--- src/rtl/seq_multiplier_pkg.sv ---
// Shared opcode, state and legality definitions for the shift-add multiplier.
// SEQ_MULT_SIGNED_EN makes the signed MULT opcode legal.
package mul_pkg;

    localparam logic [5:0] OP_MULTU = 6'b011001;
    localparam logic [5:0] OP_MULT  = 6'b011000;

    typedef enum logic [1:0] {
        ST_IDLE = 2'd0,
        ST_RUN  = 2'd1,
        ST_DONE = 2'd2
    } state_e;

    // Opcodes that start an operation; anything else is silently ignored.
    function automatic logic op_legal(input logic [5:0] op);
`ifdef SEQ_MULT_SIGNED_EN
        return (op == OP_MULTU) || (op == OP_MULT);
`else
        return op == OP_MULTU;
`endif
    endfunction

endpackage

--- src/rtl/seq_multiplier_if.sv ---
// Request/result bundle between the ALU control and the sequential multiplier.
interface seq_multiplier_if #(
    parameter int unsigned WIDTH = 32
);
    logic                 start;
    logic [5:0]           Signal;
    logic [WIDTH-1:0]     dataA;
    logic [WIDTH-1:0]     dataB;
    logic                 busy;
    logic                 done;
    logic [2*WIDTH-1:0]   dataOut;

    modport master (
        output start, Signal, dataA, dataB,
        input  busy, done, dataOut
    );

    modport slave (
        input  start, Signal, dataA, dataB,
        output busy, done, dataOut
    );
endinterface

--- src/rtl/seq_multiplier_adder.sv ---
// Partial-sum adder for the multiplier: WIDTH-bit add with carry-out.
module mul_adder #(
    parameter int unsigned WIDTH = 32
) (
    input  logic [WIDTH-1:0] a,
    input  logic [WIDTH-1:0] b,
    output logic [WIDTH-1:0] sum_c,
    output logic             cout_c
);
    assign {cout_c, sum_c} = {1'b0, a} + {1'b0, b};
endmodule

--- src/rtl/seq_multiplier.sv ---
// Shift-add multiplier retiring one multiplier bit per clock; product held on dataOut.
// SEQ_MULT_SIGNED_EN adds signed MULT via magnitude conversion and a final negate.
module seq_multiplier
    import mul_pkg::*;
#(
    parameter int unsigned WIDTH = 32
) (
    input  logic              clk,
    input  logic              reset,
    seq_multiplier_if.slave   bus
);
    localparam int unsigned CNT_W = $clog2(WIDTH + 1);
    localparam int unsigned PW    = 2 * WIDTH;

    state_e             state_q, state_d;
    logic [CNT_W-1:0]   cnt_q, cnt_d;
    logic [PW-1:0]      prod_q, prod_d;
    logic [WIDTH-1:0]   mcand_q, mcand_d;
    logic [PW-1:0]      out_q, out_d;
    logic               busy_q, busy_d;
    logic               done_q, done_d;

    logic               accept_c;
    logic               last_c;
    logic [WIDTH-1:0]   addend_c;
    logic [WIDTH-1:0]   sum_c;
    logic               cout_c;
    logic [PW-1:0]      step_c;
    logic [PW-1:0]      result_c;
    logic [WIDTH-1:0]   a_in_c;
    logic [WIDTH-1:0]   b_in_c;

    assign accept_c = bus.start && op_legal(bus.Signal) && (state_q != ST_RUN);
    assign last_c   = (state_q == ST_RUN) && (cnt_q == CNT_W'(1));

    // Add the multiplicand into the upper half when the retiring bit is set.
    assign addend_c = prod_q[0] ? mcand_q : '0;

    mul_adder #(.WIDTH(WIDTH)) u_adder (
        .a      (prod_q[PW-1:WIDTH]),
        .b      (addend_c),
        .sum_c  (sum_c),
        .cout_c (cout_c)
    );

    assign step_c = {cout_c, sum_c, prod_q[WIDTH-1:1]};

`ifdef SEQ_MULT_SIGNED_EN
    logic neg_q, neg_d;
    logic signed_op_c;

    // MULT runs on magnitudes; the sign is reapplied on the final edge.
    assign signed_op_c = (bus.Signal == OP_MULT);
    assign a_in_c      = (signed_op_c && bus.dataA[WIDTH-1]) ? (~bus.dataA + WIDTH'(1)) : bus.dataA;
    assign b_in_c      = (signed_op_c && bus.dataB[WIDTH-1]) ? (~bus.dataB + WIDTH'(1)) : bus.dataB;
    assign result_c    = neg_q ? (~step_c + PW'(1)) : step_c;

    always_ff @(posedge clk or posedge reset) begin
        if (reset) begin
            neg_q <= 1'b0;
        end else begin
            neg_q <= neg_d;
        end
    end

    always_comb begin
        neg_d = neg_q;
        if (accept_c) begin
            neg_d = signed_op_c && (bus.dataA[WIDTH-1] ^ bus.dataB[WIDTH-1]);
        end
    end
`else
    assign a_in_c   = bus.dataA;
    assign b_in_c   = bus.dataB;
    assign result_c = step_c;
`endif

    // State and datapath registers.
    always_ff @(posedge clk or posedge reset) begin
        if (reset) begin
            state_q <= ST_IDLE;
            cnt_q   <= '0;
            prod_q  <= '0;
            mcand_q <= '0;
            out_q   <= '0;
            busy_q  <= 1'b0;
            done_q  <= 1'b0;
        end else begin
            state_q <= state_d;
            cnt_q   <= cnt_d;
            prod_q  <= prod_d;
            mcand_q <= mcand_d;
            out_q   <= out_d;
            busy_q  <= busy_d;
            done_q  <= done_d;
        end
    end

    always_comb begin
        state_d = state_q;
        case (state_q)
            ST_IDLE: if (accept_c) state_d = ST_RUN;
            ST_RUN:  if (last_c)   state_d = ST_DONE;
            ST_DONE: state_d = accept_c ? ST_RUN : ST_IDLE;
            default: state_d = ST_IDLE;
        endcase
    end

    always_comb begin
        cnt_d   = cnt_q;
        prod_d  = prod_q;
        mcand_d = mcand_q;
        out_d   = out_q;
        done_d  = 1'b0;
        busy_d  = (state_d == ST_RUN);
        if (accept_c) begin
            mcand_d = a_in_c;
            prod_d  = {WIDTH'(0), b_in_c};
            cnt_d   = CNT_W'(WIDTH);
        end else if (state_q == ST_RUN) begin
            prod_d = step_c;
            cnt_d  = cnt_q - CNT_W'(1);
            if (last_c) begin
                out_d  = result_c;
                done_d = 1'b1;
            end
        end
    end

    assign bus.busy    = busy_q;
    assign bus.done    = done_q;
    assign bus.dataOut = out_q;

endmodule

--- src/flat_wrapper.sv ---
// flat-port wrapper written by rule: the top's interface ports become plain ports
module seq_multiplier_flat import mul_pkg::*;
#(
    parameter int unsigned WIDTH = 32
)
  (clk, reset, bus_start, bus_Signal, bus_dataA, bus_dataB, bus_busy, bus_done, bus_dataOut);
  seq_multiplier_if #(.WIDTH(WIDTH)) bus_i ();
  input  logic clk;
  input  logic reset;
  input wire logic [$bits(bus_i.start)-1:0] bus_start;
  input wire logic [$bits(bus_i.Signal)-1:0] bus_Signal;
  input wire logic [$bits(bus_i.dataA)-1:0] bus_dataA;
  input wire logic [$bits(bus_i.dataB)-1:0] bus_dataB;
  output wire logic [$bits(bus_i.busy)-1:0] bus_busy;
  output wire logic [$bits(bus_i.done)-1:0] bus_done;
  output wire logic [$bits(bus_i.dataOut)-1:0] bus_dataOut;
  assign bus_i.start = bus_start;
  assign bus_i.Signal = bus_Signal;
  assign bus_i.dataA = bus_dataA;
  assign bus_i.dataB = bus_dataB;
  assign bus_busy = bus_i.busy;
  assign bus_done = bus_i.done;
  assign bus_dataOut = bus_i.dataOut;
  seq_multiplier #(.WIDTH(WIDTH)) u_core (.clk(clk), .reset(reset), .bus(bus_i));
endmodule
--- config.mk ---
export PLATFORM = sky130hd
export DESIGN_NAME = seq_multiplier_flat
export DESIGN_NICKNAME = d
export VERILOG_FILES = /design/src/rtl/seq_multiplier_pkg.sv /design/src/rtl/seq_multiplier_if.sv /design/src/rtl/seq_multiplier_adder.sv /design/src/rtl/seq_multiplier.sv /design/src/flat_wrapper.sv
export SDC_FILE = /design/constraint.sdc
export NUM_CORES = 1
export LEC_CHECK = 0
export CAP_MARGIN = 20
export CORE_MARGIN = 4
export CORE_UTILIZATION = 49
export CTS_CLUSTER_DIAMETER = 50
export DETAILED_ROUTE_END_ITERATION = 12
export PLACE_DENSITY = 0.84
export RECOVER_POWER = 50
export SLEW_MARGIN = 40
export SYNTH_ARGS = -nofsm -noshare
export SYNTH_HDL_FRONTEND = slang
export SYNTH_SLANG_ARGS = --single-unit
export TNS_END_PERCENT = 30
--- constraint.sdc ---
create_clock -name clk -period 5.4 [get_ports clk]
set_input_delay 0.54 -clock clk [delete_from_list [all_inputs] [get_ports clk]]
set_output_delay 0.54 -clock clk [all_outputs]
set_load 0.005 [all_outputs]
Word-level counts from Yosys, hierarchy flattened
Cells that the tools add are included.

Bits in registers: 170. Output and inout bits: 66. Logic and storage cells: 34.

Add/subtract/negate cells: 2. Bitwise gates (word level): 1. Reductions and logical operators: 6. Equality and inequality tests: 6. Muxes and demuxes: 12.

Operators with widths (number): 64-bit two-way mux (2); 32-bit by 32-bit adder with 33-bit output (1); 32-bit two-way mux (1); 6-bit two-way mux (2); 6-bit by 1-bit equality test with 1-bit output, second input constant (1); 6-bit by 5-bit equality test with 1-bit output, second input constant (1); 2-bit one-hot mux with 3 select lines (1); 6-bit by 1-bit subtractor with 6-bit output, second input constant (1); 2-bit by 1-bit equality test with 1-bit output, second input constant (2); 1-bit two-way mux (4); 2-bit two-way mux (2); 1-bit logical AND (3); 3-bit AND reduction (1); 2-bit equality test, second input constant (1); 2-bit zero test (1); 2-bit by 1-bit != test with 1-bit output, second input constant (1); 2-bit nonzero test (1); 1-bit NOT (1).

Depth between registers and ports, before layout
Depth after elaboration: 6. Gate-level depth with buffers: 12. Depth with buffers taken out: 12.

Hierarchy
A second synthesis with hierarchy kept.

Cells, all modules: 842. Area, all modules: 8957.3 um^2.

By module, submodules not included: seq_multiplier (times used 1, cells an instance 611, seq. area each 4254.1 um^2, area an instance 7297.0 um^2); mul_adder (times used 1, cells an instance 231, seq. area each 0.0 um^2, area an instance 1660.3 um^2).

Worst setup path before layout
No wires, ideal clock.

Path kind: reg2reg. Start point: reg u_core.prod_q[0]. End point: reg u_core.out_q[57] (netlist: u_core.bus.dataOut[57]). Setup slack: 2.630 ns. Stages on the path, launching flop included: 12. Arrival: 2.645 ns. Library setup time: 0.125 ns. Required time: 5.275 ns. Cells stage by stage: dfrtp_1 > clkbuf_1 > nand2_1 > fa_1 > nor2b_1 > o2111ai_1 > a21oi_2 > o31ai_4 > o41ai_2 > a21boi_1 > xnor2_1 > mux2_2.

Longest elaborated chain between the ends: 2.

Ends and longest elaborated chain: from (decl) (RTL line seq_multiplier.sv:17) `logic [PW-1:0] prod_q, prod_d;`; from (signal assigned) (RTL line seq_multiplier.sv:91) `prod_q <= prod_d;`; 32-bit two-way mux (RTL line seq_multiplier.sv:37) `assign addend_c = prod_q[0] ? mcand_q : '0;`; 32-bit by 32-bit adder with 33-bit output (RTL line seq_multiplier_adder.sv:10) `assign {cout_c, sum_c} = {1'b0, a} + {1'b0, b};`; to (signal assigned) (RTL line seq_multiplier.sv:93) `out_q <= out_d;`; to (decl) (RTL line seq_multiplier.sv:19) `logic [PW-1:0] out_q, out_d;`.

No other way between the ends. A chain may end at the register's enable or synchronous reset.

Final worst setup path
Start point: reg u_core.cnt_q[0]. End point: reg u_core.out_q[41] (netlist: u_core.bus.dataOut[41]).

Longest elaborated chain between the ends: 3.

Ends and longest elaborated chain: from (decl) (RTL line seq_multiplier.sv:16) `logic [CNT_W-1:0] cnt_q, cnt_d;`; from (signal assigned) (RTL line seq_multiplier.sv:90) `cnt_q <= cnt_d;`; 6-bit by 1-bit equality test with 1-bit output (RTL line seq_multiplier.sv:34) `assign last_c = (state_q == ST_RUN) && (cnt_q == CNT_W'(1));`; 1-bit logical AND (RTL line seq_multiplier.sv:34); 3-bit AND reduction (no source line).

No other way between the ends.

==> impl_results.md <==
* Setup TNS at 0 ns
* Worst setup EP type: flip-flop
* Post-Syn Instances at 874
* WL/cell at 16.4 µm
* Area Growth Syn to Fin at 26.0%
* Final Util at 0.629
* CTS Root Cell: clkbuf_16
* Max Slew Vio Count at 146
* Most used flip-flop cell after synthesis: dfrtp_1
* CTS Hold Bufs at 0
* I/O pins at 139
* Failing checks: max-capacitance violations, max-slew violations
* Post-layout min period at 3.96 ns
* GRT Total Usage at 0.212
* First-pass GRT wire length at 34300 µm
* Worst-Margin Slew at 3.22 ns
* Multi-input logic area at 4110 µm²
* Filler cell count at 1398
* Gr ovfl total at 0
* Die Y at 141 µm
* Total Power at 4.21 mW
* Worst Hold Class: reg2reg
* Ys async rst share at 1.00
* Die span in x at 141 µm
* Worst Path Buf+Inv at 1
* Avg Vias per Cell at 5.47
* GP Congestion at 0.911
* Reg area at 4250 µm²
* Max Cap Viol at 2
* Worst EP arrival at 4.12 ns
* # DRC at 0
* Fraction of post-synthesis cell area in the top cell type by area at 0.494
* Max clock buf depth at 2
* Seq cells post-synth at 170
* CTS tree: built
* Routed vias at 6728
* Die Area at 19800 µm²
* Total CTS buffers at 17
* DR pass1 iterations at 5
* LEAKAGE at 5.08 nW
* Placed Instances at 1197
* Postcts setup bufs at 0
* RSZ-0062 raised after global routing: no
* Place WS at 2.18 ns
* Final setup violation count at 0
* Cell Chain, Critical Path: ha_1, nor3b_1, nand2_2, clkbuf_1, nor2_1, a21oi_1, o21ai_0
* Final setup margin at 1.44 ns
* Crit-path leading delay family: buffers and inverters
* H-tree depth at 4
* Area leader, netlist: dfrtp_1
* Data required, critical path at 5.56 ns
* CP Launch Type: flip-flop
* Status: finished with violations
* Slew headroom at -1.15
* Final Hold Viols at 0
* DRT Wirelength at 20200 µm
* Initial Util at 0.499
* Number of global-route vias before repair at 6918
* Post-DRT Antenna Nets at 0
* Number of clock sinks at 170
* Power Density at 388 nW/µm²
* Netlist cell types at 61
* # rows at 48
* Largest cells by area after synthesis: dfrtp_1 49%, nand2_1 9.1%, mux2_2 5.4%
* Core area at 17200 µm²
* Crit share post-route at 0.734
* Largest net degree at the start of global routing at 75
* Max VDD drop at 0.248 mV
* Share of post-route cells with drive strength above 1 at 0.102
* Crit path max fanout at 70
* Initial antenna violation count at 1
* Slowest-stage cell, CP: clkbuf_1
* Max incr delay on CP at 2.29 ns
* Net count, final at 1100
* CP Class: reg2reg
* Synthesized Nets at 982
* Clock transition at path regs at 0.07 ns
* Seq/Total Area, Yosys at 0.494
* IO Port Bufs at 138
* DP HPWL at 13800 µm
* Netlist Area Pre-Place at 8610 µm²
* Placed cell area at 10200 µm²
* Peak Freq at 252 MHz
* Cell area after layout at 10800 µm²
* Synth warn at 0
* # resized after CTS at 0
* Clk_lat worst skew at 0.43 ns
* Initial DRC count at 393
* Final Non-Filler Cells at 1230
* Syn Area/Cell at 9.85 µm²
* Final Skew at 0.0137 ns
* Hold WS at 0.466 ns
* EDFF count, synth at 0
* Number of inserted diodes at 0
cell type report:
cell class | count | share of cell area
flip-flops and latches | 170 | 0.392
multi-input cells | 639 | 0.379
well taps | 225 | 0.0259
inverters | 17 | 0.00623
clock inverters | 13 | 0.0221
repair buffers | 147 | 0.134
clock buffers | 19 | 0.0408
worst paths after layout:
kind | startpoint | to | slack (ns) | cells past startpoint
setup reg to reg | u_core.cnt_q[0] | u_core.bus.dataOut[41] | 1.44 | 7
hold reg to reg | u_core.bus.dataOut[8] | u_core.bus.dataOut[8] | 0.47 | 2
max in group asynchronous | reset | u_core.mcand_q[25] | 1.71 | 3
hold / removal | u_core.bus.dataOut[8] | u_core.bus.dataOut[8] | 0.47 | 2
setup / recovery | u_core.cnt_q[0] | u_core.bus.dataOut[41] | 1.44 | 7
min in group asynchronous | reset | u_core.bus.dataOut[19] | 1.49 | 2
synthesized netlist by cell type, types with 4 or more instances:
| cell | count |
|---|---|
| nand4_1 | 11 |
| a21oi_1 | 29 |
| a21o_1 | 11 |
| and2_1 | 33 |
| inv_1 | 16 |
| o22ai_1 | 9 |
| nand3_1 | 6 |
| a22o_1 | 19 |
| o21ai_0 | 72 |
| xnor2_1 | 16 |
| mux2i_1 | 33 |
| xor2_1 | 11 |
| nand2_1 | 209 |
| mux2_2 | 41 |
| o21ai_1 | 4 |
| a31oi_1 | 5 |
| dfrtp_1 | 170 |
| nor2_1 | 30 |
| nand2b_1 | 5 |
| clkbuf_1 | 35 |
| o21a_1 | 6 |
| buf_2 | 13 |
| ha_1 | 34 |
state kept, by name, indices dropped and copies added, names as in the netlist:
signal	cells
u_core.bus.dataOut	64
u_core.bus.busy	1
u_core.bus.done	1
u_core.cnt_q	6
u_core.state_q	2
u_core.mcand_q	32
u_core.prod_q	64
cells in the final DEF (no fill, tap or decap), types with 28 or more instances in the layout:
master / synthesis / routed
nand2_1: 209 / 208
dfrtp_1: 170 / 170
o21ai_0: 72 / 72
clkdlybuf4s50_1: 0 / 71
dlygate4sd3_1: 0 / 67
mux2_2: 41 / 41
ha_1: 34 / 34
and2_1: 33 / 33
mux2i_1: 33 / 33
a21oi_1: 29 / 29
nor2_1: 30 / 28
power by group:
group | switching (mW) | internal (mW) | leakage (nW)
sequential | 0.204 | 1.57 | 2.22
clock | 0.519 | 0.887 | 0.334
combinational | 0.553 | 0.484 | 2.53
routing by layer:
layer,up-vias,wire length (µm),GRT usage,part of all wire
li1,3270,-,-,-
met4,2,384,0.0739,0.019
met5,-,7,0,0.00035
met1,3228,9100,0.291,0.45
met2,197,9610,0.341,0.48
met3,31,1100,0.0382,0.055
logic make-up (layout without fill, tap and decap cells):
logic type,count (synthesis),in the layout,synth area share
mux,75,75,0.0933
flops,170,170,0.494
buf+inv,65,196,0.0302
xor+xnor,27,27,0.0275
compound gates,190,190,0.144
simple gates,312,312,0.159
fa+ha+maj,35,35,0.0517
tightest hold or removal path, cell delays in order (launching register included):
cell and delay (ns):
dfrtp_1 0.34, nand2_1 0.05, nand2_1 0.05
No activity file was read; power rests on OpenSTA's default activity.
